$ cat config.mk
export PLATFORM = sky130hd
export DESIGN_NAME = if_fetch_unit
export DESIGN_NICKNAME = d
export VERILOG_FILES = /design/src/rtl/kgp_if_pkg.sv /design/src/rtl/if_skid_buf.sv /design/src/rtl/if_fetch_unit.sv
export SDC_FILE = /design/constraint.sdc
export NUM_CORES = 1
export LEC_CHECK = 0
export ABC_AREA = 1
export BUFFER_PORTS_ARGS = -buffer_cell sky130_fd_sc_hd__buf_2
export CORE_MARGIN = 2
export CORE_UTILIZATION = 54
export CTS_CLUSTER_DIAMETER = 100
export DETAILED_ROUTE_END_ITERATION = 12
export PLACE_DENSITY = 0.8
export SLEW_MARGIN = 10
export SYNTH_ARGS = -nofsm -noshare
export SYNTH_HDL_FRONTEND = slang
export SYNTH_SLANG_ARGS = --single-unit
$ cat constraint.sdc
create_clock -name clock -period 2.05 [get_ports clock]
set_clock_uncertainty 0.05 [all_clocks]
set_input_delay 0.3075 -clock clock [delete_from_list [all_inputs] [get_ports clock]]
set_output_delay 0.3075 -clock clock [all_outputs]
set_load 0.01 [all_outputs]
$ cat src/rtl/kgp_if_pkg.sv
// Shared definitions for the instruction fetch unit: datapath widths, the
// halt opcode and the fetch FSM state encoding.
package kgp_if_pkg;

  localparam int PC_W    = 8;
  localparam int INSTR_W = 32;

  // Word that stops fetching when IF_HALT_DETECT_EN is defined.
  localparam logic [INSTR_W-1:0] HALT_OPCODE = 32'hFFFF_FFFF;

  // RUN    : normal streaming, one request issued per cycle
  // HOLD   : consumer stalled, skid buffer may hold the in-flight response
  // REFILL : first cycle after reset or redirect, nothing in flight
  typedef enum logic [1:0] {
    REFILL = 2'd0,
    RUN    = 2'd1,
    HOLD   = 2'd2
  } if_state_e;

  // Word address increment; wraps 8'hFF -> 8'h00 through natural truncation.
  function automatic logic [PC_W-1:0] pc_inc(input logic [PC_W-1:0] pc);
    return pc + PC_W'(1);
  endfunction

endpackage

$ cat src/rtl/if_skid_buf.sv
// One-entry skid buffer that parks an instruction memory response that
// arrives while the consumer is stalled. Flush and reset empty it; load has
// priority over pop.
module if_skid_buf
  import kgp_if_pkg::*;
(
  input  logic               clock,
  input  logic               rst,
  input  logic               load_i,
  input  logic               pop_i,
  input  logic               flush_i,
  input  logic [INSTR_W-1:0] data_i,
  input  logic [PC_W-1:0]    pc_i,
  output logic               valid_o,
  output logic [INSTR_W-1:0] data_o,
  output logic [PC_W-1:0]    pc_o
);

  logic               r_valid;
  logic [INSTR_W-1:0] r_data;
  logic [PC_W-1:0]    r_pc;

  // Entry storage: reset/flush empty it, load captures, pop releases.
  always_ff @(posedge clock) begin
    if (rst || flush_i) begin
      r_valid <= 1'b0;
      r_data  <= '0;
      r_pc    <= '0;
    end else if (load_i) begin
      r_valid <= 1'b1;
      r_data  <= data_i;
      r_pc    <= pc_i;
    end else if (pop_i) begin
      r_valid <= 1'b0;
    end
  end

  assign valid_o = r_valid;
  assign data_o  = r_data;
  assign pc_o    = r_pc;

endmodule

$ cat src/rtl/if_fetch_unit.sv
// Instruction fetch stage. Issues one word address per unstalled cycle from
// a registered PC; the memory answers one cycle later and the answer is
// registered onto instr_o/npc_o/valid_o (PC-to-valid latency of 2 cycles).
//
// Handshake: valid_o says instr_o/npc_o carry a real instruction; stall_i is
// the consumer's "not ready". An instruction is transferred on a cycle where
// valid_o=1 and stall_i=0; while stall_i=1 the outputs are held unchanged.
// Redirect squashes everything in flight and takes priority over stall.
//
// Optional feature macro: IF_HALT_DETECT_EN adds halt_o and stops fetching
// after the halt opcode has been handed to the consumer.
module if_fetch_unit
  import kgp_if_pkg::*;
(
  input  logic               clock,
  input  logic               rst,
  input  logic               stall_i,
  input  logic               redirect_i,
  input  logic [PC_W-1:0]    redirect_pc_i,
  output logic [PC_W-1:0]    imem_addr_o,
  input  logic [INSTR_W-1:0] imem_rdata_i,
  output logic [INSTR_W-1:0] instr_o,
  output logic [PC_W-1:0]    npc_o,
  output logic               valid_o,
  output if_state_e          state_o
`ifdef IF_HALT_DETECT_EN
  ,
  output logic               halt_o
`endif
);

  // Fetch state
  logic [PC_W-1:0]    r_pc;
  logic               r_inflight_v;
  logic [PC_W-1:0]    r_inflight_pc;
  if_state_e          r_state;

  // Registered outputs
  logic [INSTR_W-1:0] r_instr;
  logic [PC_W-1:0]    r_npc;
  logic               r_valid;

  // Skid buffer interface
  logic               w_skid_valid;
  logic [INSTR_W-1:0] w_skid_data;
  logic [PC_W-1:0]    w_skid_pc;
  logic               w_skid_load;
  logic               w_skid_pop;
  logic               w_skid_flush;

  // High while fetching must be blocked by a halt (always low without the feature)
  logic               w_halt_block;

`ifdef IF_HALT_DETECT_EN
  logic               r_halt;
  logic               w_halt_hit;

  // The halt word counts once the consumer takes it (presented and not stalled).
  assign w_halt_hit   = r_valid & ~stall_i & (r_instr == HALT_OPCODE);
  assign w_halt_block = r_halt | w_halt_hit;

  // Sticky halt flag; only reset clears it, redirects do not.
  always_ff @(posedge clock) begin
    if (rst) begin
      r_halt <= 1'b0;
    end else if (w_halt_hit) begin
      r_halt <= 1'b1;
    end
  end

  assign halt_o = r_halt;
`else
  assign w_halt_block = 1'b0;
`endif

  // A response can only be in flight during a stall if it was issued in the
  // last unstalled cycle, and no request is issued while stalled, so the skid
  // entry and an in-flight request never coexist.
  assign w_skid_flush = redirect_i | w_halt_block;
  assign w_skid_load  = stall_i & r_inflight_v & ~w_skid_flush;
  assign w_skid_pop   = ~stall_i & w_skid_valid & ~w_skid_flush;

  if_skid_buf u_skid (
    .clock   (clock),
    .rst     (rst),
    .load_i  (w_skid_load),
    .pop_i   (w_skid_pop),
    .flush_i (w_skid_flush),
    .data_i  (imem_rdata_i),
    .pc_i    (r_inflight_pc),
    .valid_o (w_skid_valid),
    .data_o  (w_skid_data),
    .pc_o    (w_skid_pc)
  );

  // Fetch FSM with PC, in-flight tracking and registered outputs.
  // Priority: reset > halt > redirect > stall > normal streaming.
  always_ff @(posedge clock) begin
    if (rst) begin
      r_pc          <= '0;
      r_inflight_v  <= 1'b0;
      r_inflight_pc <= '0;
      r_instr       <= '0;
      r_npc         <= '0;
      r_valid       <= 1'b0;
      r_state       <= REFILL;
    end else if (w_halt_block) begin
      // Frozen: PC holds, nothing issued, outputs show a bubble.
      r_inflight_v  <= 1'b0;
      r_instr       <= '0;
      r_valid       <= 1'b0;
      r_state       <= HOLD;
    end else if (redirect_i) begin
      // Squash in-flight work; the old response arriving next cycle is ignored.
      r_pc          <= redirect_pc_i;
      r_inflight_v  <= 1'b0;
      r_instr       <= '0;
      r_npc         <= '0;
      r_valid       <= 1'b0;
      r_state       <= REFILL;
    end else if (stall_i) begin
      // Outputs and PC hold; any arriving response moves into the skid buffer.
      r_inflight_v  <= 1'b0;
      r_state       <= HOLD;
    end else begin
      // Issue the next request and advance the output register.
      r_pc          <= pc_inc(r_pc);
      r_inflight_v  <= 1'b1;
      r_inflight_pc <= r_pc;
      r_state       <= RUN;
      if (w_skid_valid) begin
        // Older data parked during the stall goes out first.
        r_instr <= w_skid_data;
        r_npc   <= pc_inc(w_skid_pc);
        r_valid <= 1'b1;
      end else if (r_inflight_v) begin
        r_instr <= imem_rdata_i;
        r_npc   <= pc_inc(r_inflight_pc);
        r_valid <= 1'b1;
      end else begin
        r_instr <= '0;
        r_valid <= 1'b0;
      end
    end
  end

  assign imem_addr_o = r_pc;
  assign instr_o     = r_instr;
  assign npc_o       = r_npc;
  assign valid_o     = r_valid;
  assign state_o     = r_state;

endmodule

==> results_dict.tcl, run 1 <==
set metrics [dict create \
    synth_edf_count 0 \
    fin_nets 674 \
    ys_async_sr_fraction_pct 0 \
    yosys_warnings 0 \
    clk_pin_slew_worst_paths_ns 0.11 \
    synth.most_common_cell "nor2_1" \
    min_path_type "input port to register" \
    path_cells "o21ai_0 > inv_1 > ha_1 > nand2_1 > nor2_1 > nand2_1 > nand2_1 > nand3_1 > nand2_1 > inv_1" \
    yosys.area_share.simple_pct 21.7 \
    cp.arrival_ns 2.00 \
    overflow 0 \
    drv_cap 0 \
    core_mm2 0.00765 \
    rsz0062_at_grt "no" \
    htreeDepth 3 \
    end_kind "register" \
    antenna_found_initial 0 \
    yosysTopAreaCellShare_pct 47.6 \
    synthCells 545 \
    critical_path_class "register to register" \
    fill_cells 660 \
    routed_wl_mm 9.49 \
    synth-seq-cells 100 \
    fin_crit_sh_pct 86.3 \
    synth_top_family_by_area "simple AND/OR/NAND/NOR gates" \
    port_buffers 94 \
    synth_xor_area_share_pct 0.417 \
    cts_tree "yes" \
    cts_setup_buffers 0 \
    dieArea_mm2 0.00850 \
    slew_headroom_pct 43.6 \
    finalCriticalPeriod_ns 1.77 \
    synth.avg_cell_area_um2 7.71 \
    num_vias 3798 \
    yosys-mux-area-fraction_pct 3.57 \
    cp.required_ns 2.28 \
    placed_cell_area_mm2 0.00469 \
    critical_path.top_delay_family "flip-flops" \
    slowest_delay_ns 0.55 \
    grt_max_degree 42 \
    cellPowerDensity_mw_per_mm2 715 \
    worstPathMaxFanout 14 \
    stdcell_area_mm2 0.00488 \
    syn-cell-area_mm2 0.00420 \
    status "finished clean" \
    setup_tns_ns 0 \
    cts_root_buf "clkbuf_8" \
    ys_seq_area_share_pct 47.6 \
    multi_input_area_mm2 0.00188 \
    die_h_um 92.2 \
    place_hpwl_mm 6.56 \
    synth_common_cells "nor2_1, dfxtp_1, nand2_1" \
    drc 0 \
    hold_viol_final 0 \
    clockBufferDepth 2 \
    grt_pass1_wl_mm 15.6 \
    ant_nets 0 \
    cts_resized 0 \
    grt_usage_pct 22.9 \
    ys.flop_type "dfxtp_1" \
    synthTopCellsByArea "dfxtp_1, o21ai_0, nor2_1" \
    fmax_ghz 0.565 \
    ys_types 30 \
    vias_per_cell 5.17 \
    synth_compound_area_share_pct 18.4 \
    drtPass1Iterations 4 \
    finalSetupViolations 0 \
    die_w_um 92.2 \
    diodes 0 \
    start_util_pct 55.0 \
    cts_made_buffers 9 \
    grt_pass1_vias 3426 \
    syn2layout_area_growth_pct 16.0 \
    crit_slowest_cell "dfxtp_2" \
    syn_nets 591 \
    drt_iter0_markers 244 \
    power.static_leakage_nw 2.24 \
    start_kind "register" \
    cts_sinks 100 \
    regArea_mm2 0.00200 \
    synth_area_leader_cell "dfxtp_1" \
    ir_worst_vdd_mv 0.406 \
    timing.final.max_slew_violations 0 \
    finalWeightedCongestion 0.888 \
    tightest_slew_ns 0.845 \
    ctsHoldBuffers 0 \
    row_count 32 \
    routedWlPerCell_um 12.9 \
    cpMostUsedCell "nand2_1" \
    num_io_pins 95 \
    clkLatencyLatePin_ns 0.37 \
    crit_buf_inv 2 \
    final_layout_size_suffix_gt1_share_pct 22.9 \
    synth_adder_area_share_pct 0.595 \
]
-- cells in the final DEF, fill, tap and decap left out, drive strengths merged --
cell        n
a211oi      2
a21oi      25
a31oi       2
buf       104
clkbuf      9
clkinv      2
clkinvlp    1
dfxtp     100
ha          2
inv        35
mux2i      15
nand2      93
nand3      13
nand4       2
nor2      111
nor4        1
o211ai      2
o21ai     110
o21bai      1
or2         1
xor2        2
-- power by group --
group	internal (W)	switching [W]
Sequential	0.00198	0.0000310
Clock	0.000471	0.000734
Combinational	0.000104	0.000169
Total	0.00255	0.000934
-- cell type report --
type | instances | share of cell area [%]
repair buffers | 104 | 11.4
well taps | 102 | 2.62
clock inverters | 7 | 1.33
flip-flops and latches | 100 | 41.1
inverters | 31 | 2.49
clock buffers | 9 | 2.54
multi-input cells | 382 | 38.5
-- worst reg2reg max path, cell delays in order, from the launching register on --
cell and delay [ns]:
dfxtp_2 0.55, o21ai_0 0.24, inv_1 0.13, ha_1 0.19
nand2_1 0.10, nor2_1 0.15, nand2_1 0.07, nand2_1 0.05
nand3_1 0.06, nand2_1 0.08, inv_1 0.03
-- cells by family after synthesis --
group	after synthesis
compound gates	142
xor+xnor	2
fa+ha+maj	2
buf+inv	63
flops	100
mux	15
simple gates	221
-- flip-flops by register name, summed over array words and instances (netlist names), 2 cells and up --
name	flops
instr_o	32
u_skid.pc_o	8
npc_o	8
state_o	2
r_inflight_pc	8
u_skid.data_o	32
imem_addr_o	8
-- worst paths after layout --
check,from,end,slack (ns),cells past startpoint
setup / recovery,u_skid.valid_o,npc_o[6],0.28,10
hold / removal,imem_rdata_i[27],u_skid.data_o[27],0.12,3
setup reg to reg,u_skid.valid_o,npc_o[6],0.28,10
hold reg to reg,valid_o,valid_o,0.40,2
-- metal layers --
| layer | wire, µm | global-route usage, % |
|---|---|---|
| met1 | 4390 | 30.4 |
| met2 | 4400 | 36.8 |
| met3 | 488 | 3.53 |
| met4 | 206 | 10.3 |
| met5 | 0 | 0 |
-- metrics by stage --
stage / hold slack (ns) / power [W] / utilization, % / setup slack [ns] / std cells
6_report: 0.117 / 0.00349 / 63.8 / 0.280 / 735
5_1_grt: 0.112 / 0.00362 / 63.8 / 0.115 / 735
4_1_cts: 0.106 / 0.00351 / 63.8 / 0.306 / 735
3_5_place_dp: 0.387 / 0.00232 / 61.3 / 0.320 / 719
3_3_place_gp: 0.384 / 0.00232 / 61.3 / 0.414 / 719
2_1_floorplan: 0.379 / 0.00222 / - / 0.543 / 545
Power figures use the tool's default switching activity.
==> inputs of run 2 (changes only) <==
Settings changed: PLACE_DENSITY 0.8 to 0.9.
Clock period 2.05 ns to 2 ns, I/O delays scaled along.
==> run 2 against run 1 <==
First-iteration DRC count grew 5.7%. Highest routed layer unchanged. Sequential power grew 2%. Core utilization shrank 0.46 points. Non-clock buffer count shrank 3.
==> results_dict.tcl, run 2 (synthesized netlist as in run 1, its figures left out) <==
set metrics [dict create \
    status "finished clean" \
    cts_sinks 100 \
    pwr-share-seq_pct 57.4 \
    ctsHoldBuffers 0 \
    vias_per_cell 5.42 \
    cts_resized 0 \
    crit_buf_inv 2 \
    grt.busiest_layer "met2" \
    row_count 32 \
    fin_ws_ns 0.190 \
    path_cells "o21ai_0 > inv_1 > ha_1 > nand2_1 > nor2_1 > nand3_1 > nand3_1 > nand2_1 > inv_1" \
    p_sw_w 0.000966 \
    fin_crit_sh_pct 90.5 \
    fin_util_pct 63.3 \
    slowest_delay_ns 0.45 \
    timing.final.max_slew_violations 0 \
    port_buffers 94 \
    routed_wl_mm 9.91 \
    dieArea_mm2 0.00850 \
    htreeDepth 3 \
    overflow 0 \
    hold_viol_final 0 \
    met3_usage_pct 3.78 \
    syn2layout_area_growth_pct 15.2 \
    cp.arrival_ns 2.03 \
    rr_startpoint "u_skid.valid_o" \
    antenna_found_initial 0 \
    final_common_cell "nor2_1" \
    cts_tree "yes" \
    grt_usage_pct 23.8 \
    cts_made_buffers 9 \
    switching_share_pct 26.9 \
    ant_nets 0 \
    diodes 0 \
    cellPowerDensity_mw_per_mm2 741 \
    crit_slowest_cell "o21ai_0" \
    fmax_ghz 0.553 \
    finalCriticalPeriod_ns 1.81 \
    clkLatencyLatePin_ns 0.37 \
    place_hpwl_mm 6.77 \
    final_layout_size_suffix_gt1_share_pct 22.5 \
    fill_cells 657 \
    finalWeightedCongestion 0.904 \
    setup_tns_ns 0 \
    critical_path_class "register to register" \
    min_from "imem_rdata_i[19]" \
    die_h_um 92.2 \
    use_met2_pct 39.2 \
    worstPathMaxFanout 13 \
    cp.required_ns 2.22 \
    start_util_pct 55.0 \
    drv_cap 0 \
    die_w_um 92.2 \
    grt_pass1_wl_mm 16.4 \
    cts_setup_buffers 0 \
    num_vias 3969 \
    grt_pass1_vias 3702 \
    fin_nets 671 \
    internal_power_w 0.00262 \
    post-place-ws_ns 0.251 \
    num_io_pins 95 \
    drc 0 \
    rsz0062_at_grt "no" \
    met1_usage_pct 30.5 \
    core_mm2 0.00765 \
    slew_headroom_pct 36.1 \
    cp-startpoint "u_skid.valid_o" \
    grt_max_degree 42 \
    fin_total_pwr_w 0.00359 \
    clockBufferDepth 2 \
    p_clk_share_pct 34.7 \
    mostFrequentLayoutCells "nor2_1, dfxtp_1, buf_2" \
    cts_root_buf "clkbuf_8" \
    start_kind "register" \
    drtPass1Iterations 7 \
    critical_path.top_delay_family "compound AO/OA/AOI/OAI gates" \
    ir_worst_vdd_mv 0.341 \
    drt_iter0_markers 258 \
    p_comb_share_pct 7.9 \
    tightest_slew_ns 0.958 \
    end_kind "register" \
    clk_pin_slew_worst_paths_ns 0.10 \
    finalSetupViolations 0 \
    routedWlPerCell_um 13.5 \
    min_path_type "input port to register" \
    power.static_leakage_nw 2.22 \
]
## run 2: path summary, 6_finish.rpt
kind	to	cells past startpoint	slack, ns
worst max-delay path	npc_o[6]	9	0.19
worst max register to register	npc_o[6]	9	0.19
worst min register to register	u_skid.pc_o[0]	2	0.41
worst min-delay path	u_skid.data_o[19]	3	0.12
## run 2: stage by stage
step / hold WS [ns] / instance area (µm²) / cells
after floorplan: 0.379 / 4200 / 545
final: 0.119 / 4840 / 732
after CTS: 0.108 / 4840 / 732
after global routing: 0.118 / 4840 / 732
after global placement: 0.382 / 4650 / 716
after detailed placement: 0.392 / 4650 / 716
## run 2: per-layer routing
metal	vias to the layer above	part of all wire (%)
met1	1825	44
met4	0	2.6
met2	173	46
met3	25	7.0
met5	-	0
li1	1946	-
## run 2: worst reg2reg max path, delay by kind of cell, from the launching register on
family	cells	cell delay (ns)
AO/OA/AOI/OAI	1	0.45
flip-flops	1	0.42
AND/OR/NAND/NOR	5	0.41
adder cells (fa/ha/maj)	1	0.23
buffers and inverters	2	0.15
## run 2: layout make-up
| type | count | area (µm²) | area share (%) |
|---|---|---|---|
| Clock buffer | 9 | 124 | 2.56 |
| Clock inverter | 7 | 65.1 | 1.34 |
| Inverter | 31 | 121 | 2.51 |
| Multi-Input combinational cell | 382 | 1880 | 38.8 |
| Sequential cell | 100 | 2000 | 41.4 |
| Tap cell | 102 | 128 | 2.64 |
| Timing Repair Buffer | 101 | 523 | 10.8 |
## run 2: power groups by stage
stage	combinational [W]	sequential, W	clock [W]
floorplan	0.000167	0.00210	0
global placement	0.000271	0.00210	0
detailed placement	0.000279	0.00210	0
CTS	0.000281	0.00206	0.00127
global route	0.000313	0.00207	0.00134
finish	0.000282	0.00206	0.00125
==> inputs of run 3 (changes only) <==
Settings changed: RECOVER_POWER from default to 25.
==> run 3 against run 2 <==
Non-clock buffer count unchanged. Critical path depth stayed put. Critical endpoint unchanged. Largest power group unchanged. Global-route usage unchanged. Clock-buffer cell count unchanged. Core utilization down 0.46 points. Die area did not move.
==> results_dict.tcl, run 3 (synthesized netlist as in run 1, its figures left out) <==
set metrics [dict create \
    fmax_ghz 0.553 \
    cts_tree "yes" \
    power.static_leakage_nw 2.12 \
    cts_made_buffers 9 \
    cts_sinks 100 \
    port_buffers 94 \
    rr_endpoint "npc_o[6]" \
    num_io_pins 95 \
    finalSetupViolations 0 \
    finalCriticalPeriod_ns 1.81 \
    stdcell_area_mm2 0.00481 \
    row_count 32 \
    overflow 0 \
    hold_viol_final 0 \
    grt_usage_pct 23.8 \
    routedWlPerCell_um 13.5 \
    ir_worst_vdd_mv 0.340 \
    timing.final.max_slew_violations 0 \
    slew_headroom_pct 36.6 \
    slowest_delay_ns 0.45 \
    hold_depth 3 \
    start_kind "register" \
    internal_power_w 0.00262 \
    pwr-share-seq_pct 57.5 \
    end_kind "register" \
    p_sw_w 0.000964 \
    rr_startpoint "u_skid.valid_o" \
    path_cells "o21ai_0 > inv_1 > ha_1 > nand2_1 > nor2_1 > nand3_1 > nand3_1 > nand2_1 > inv_1" \
    cellPowerDensity_mw_per_mm2 745 \
    finalWeightedCongestion 0.904 \
    worstPathMaxFanout 13 \
    setup_tns_ns 0 \
    diodes 0 \
    final_common_cell "nor2_1" \
    critical_path_class "register to register" \
    dieArea_mm2 0.00850 \
    p_comb_share_pct 7.8 \
    place_hpwl_mm 6.77 \
    final_layout_size_suffix_gt1_share_pct 18.1 \
    fin_crit_sh_pct 90.3 \
    antenna_found_initial 0 \
    cp.arrival_ns 2.02 \
    grt_max_degree 42 \
    grt_pass1_wl_mm 16.4 \
    p_clk_share_pct 34.7 \
    clk_pin_slew_worst_paths_ns 0.11 \
    start_util_pct 55.0 \
    reg2reg_slack_ns 0.19 \
    min_path_type "input port to register" \
    rsz0062_at_grt "no" \
    placed_cell_area_mm2 0.00465 \
    switching_share_pct 26.9 \
    num_vias 3961 \
    crit_slowest_cell "o21ai_0" \
    cts_setup_buffers 0 \
    drt_iter0_markers 238 \
    core_mm2 0.00765 \
    htreeDepth 3 \
    drtPass1Iterations 5 \
    drc 0 \
    ant_nets 0 \
    cts_root_buf "clkbuf_8" \
    vias_per_cell 5.41 \
    grt_pass1_vias 3702 \
    cts_resized 0 \
    routed_wl_mm 9.90 \
    mostFrequentLayoutCells "nor2_1, dfxtp_1, nand2_1" \
    die_w_um 92.2 \
    status "finished clean" \
    min_from "imem_rdata_i[1]" \
    cp.required_ns 2.22 \
    die_h_um 92.2 \
    clkLatencyLatePin_ns 0.36 \
    ctsHoldBuffers 0 \
    syn2layout_area_growth_pct 14.4 \
    fin_nets 671 \
    clockBufferDepth 2 \
    reg2reg_depth 9 \
    holdPathEnd "u_skid.data_o[1]" \
    tightest_slew_ns 0.950 \
    fill_cells 670 \
    drv_cap 0 \
]
## run 3: cell count changes in the layout (fill, tap and decap cells not counted)
cell and delta:
inv_2 -2, clkbuf_1 +24, nand2_1 +1, nor2_1 +1, nor2_2 -1, nand2_2 -1
buf_2 -24, inv_1 +2
## run 3: area by class of cell
class | instances | area (µm²) | area share (%)
clock buffer | 9 | 124 | 2.58
clock inverter | 7 | 65.1 | 1.35
inverter | 31 | 121 | 2.52
multi-input combinational | 382 | 1870 | 39.0
sequential | 100 | 2000 | 41.7
tap | 102 | 128 | 2.65
timing repair buffer | 101 | 493 | 10.3
## run 3: worst max-delay path: cells and delay by family, from the launching register on
family                     cells  cell delay, ns
and+or+nand+nor                5            0.40
AOI/OAI and AO/OA              1            0.45
adders and majority gates      1            0.23
buffers and inverters          2            0.15
DFF                            1            0.42
## run 3: how the worst max path moves through the flow
stage	startpoint	cells after the start	endpoint	slack [ns]
after floorplan	u_skid.valid_o	10	npc_o[6]	0.49
after global placement	u_skid.valid_o	9	npc_o[6]	0.29
after detailed placement	u_skid.valid_o	9	npc_o[6]	0.25
after CTS	u_skid.valid_o	9	npc_o[6]	0.22
after global routing	u_skid.valid_o	10	npc_o[6]	0.02
final	u_skid.valid_o	9	npc_o[6]	0.19
## run 3: power groups by stage
stage	clock, W	sequential (W)	combinational, W
detailed placement	0	0.00210	0.000279
floorplan	0	0.00210	0.000167
CTS	0.00127	0.00206	0.000281
global placement	0	0.00210	0.000271
finish	0.00124	0.00206	0.000279
global route	0.00134	0.00207	0.000310
## run 3: through the flow
step	total power, W	std cells	hold WS, ns	util [%]	worst slack (ns)
after global routing	0.00372	732	0.118	62.9	0.0178
after global placement	0.00237	716	0.382	60.8	0.286
after floorplan	0.00227	545	0.379	-	0.493
after detailed placement	0.00238	716	0.392	60.8	0.251
after CTS	0.00361	732	0.108	63.3	0.223
final	0.00358	732	0.120	62.9	0.193
## run 3: routing by layer
| layer | global-route usage [%] | wire, µm |
|---|---|---|
| met4 | 11.6 | 269 |
| met5 | 0 | 0 |
| met3 | 3.78 | 679 |
| met2 | 39.2 | 4590 |
| met1 | 30.5 | 4370 |
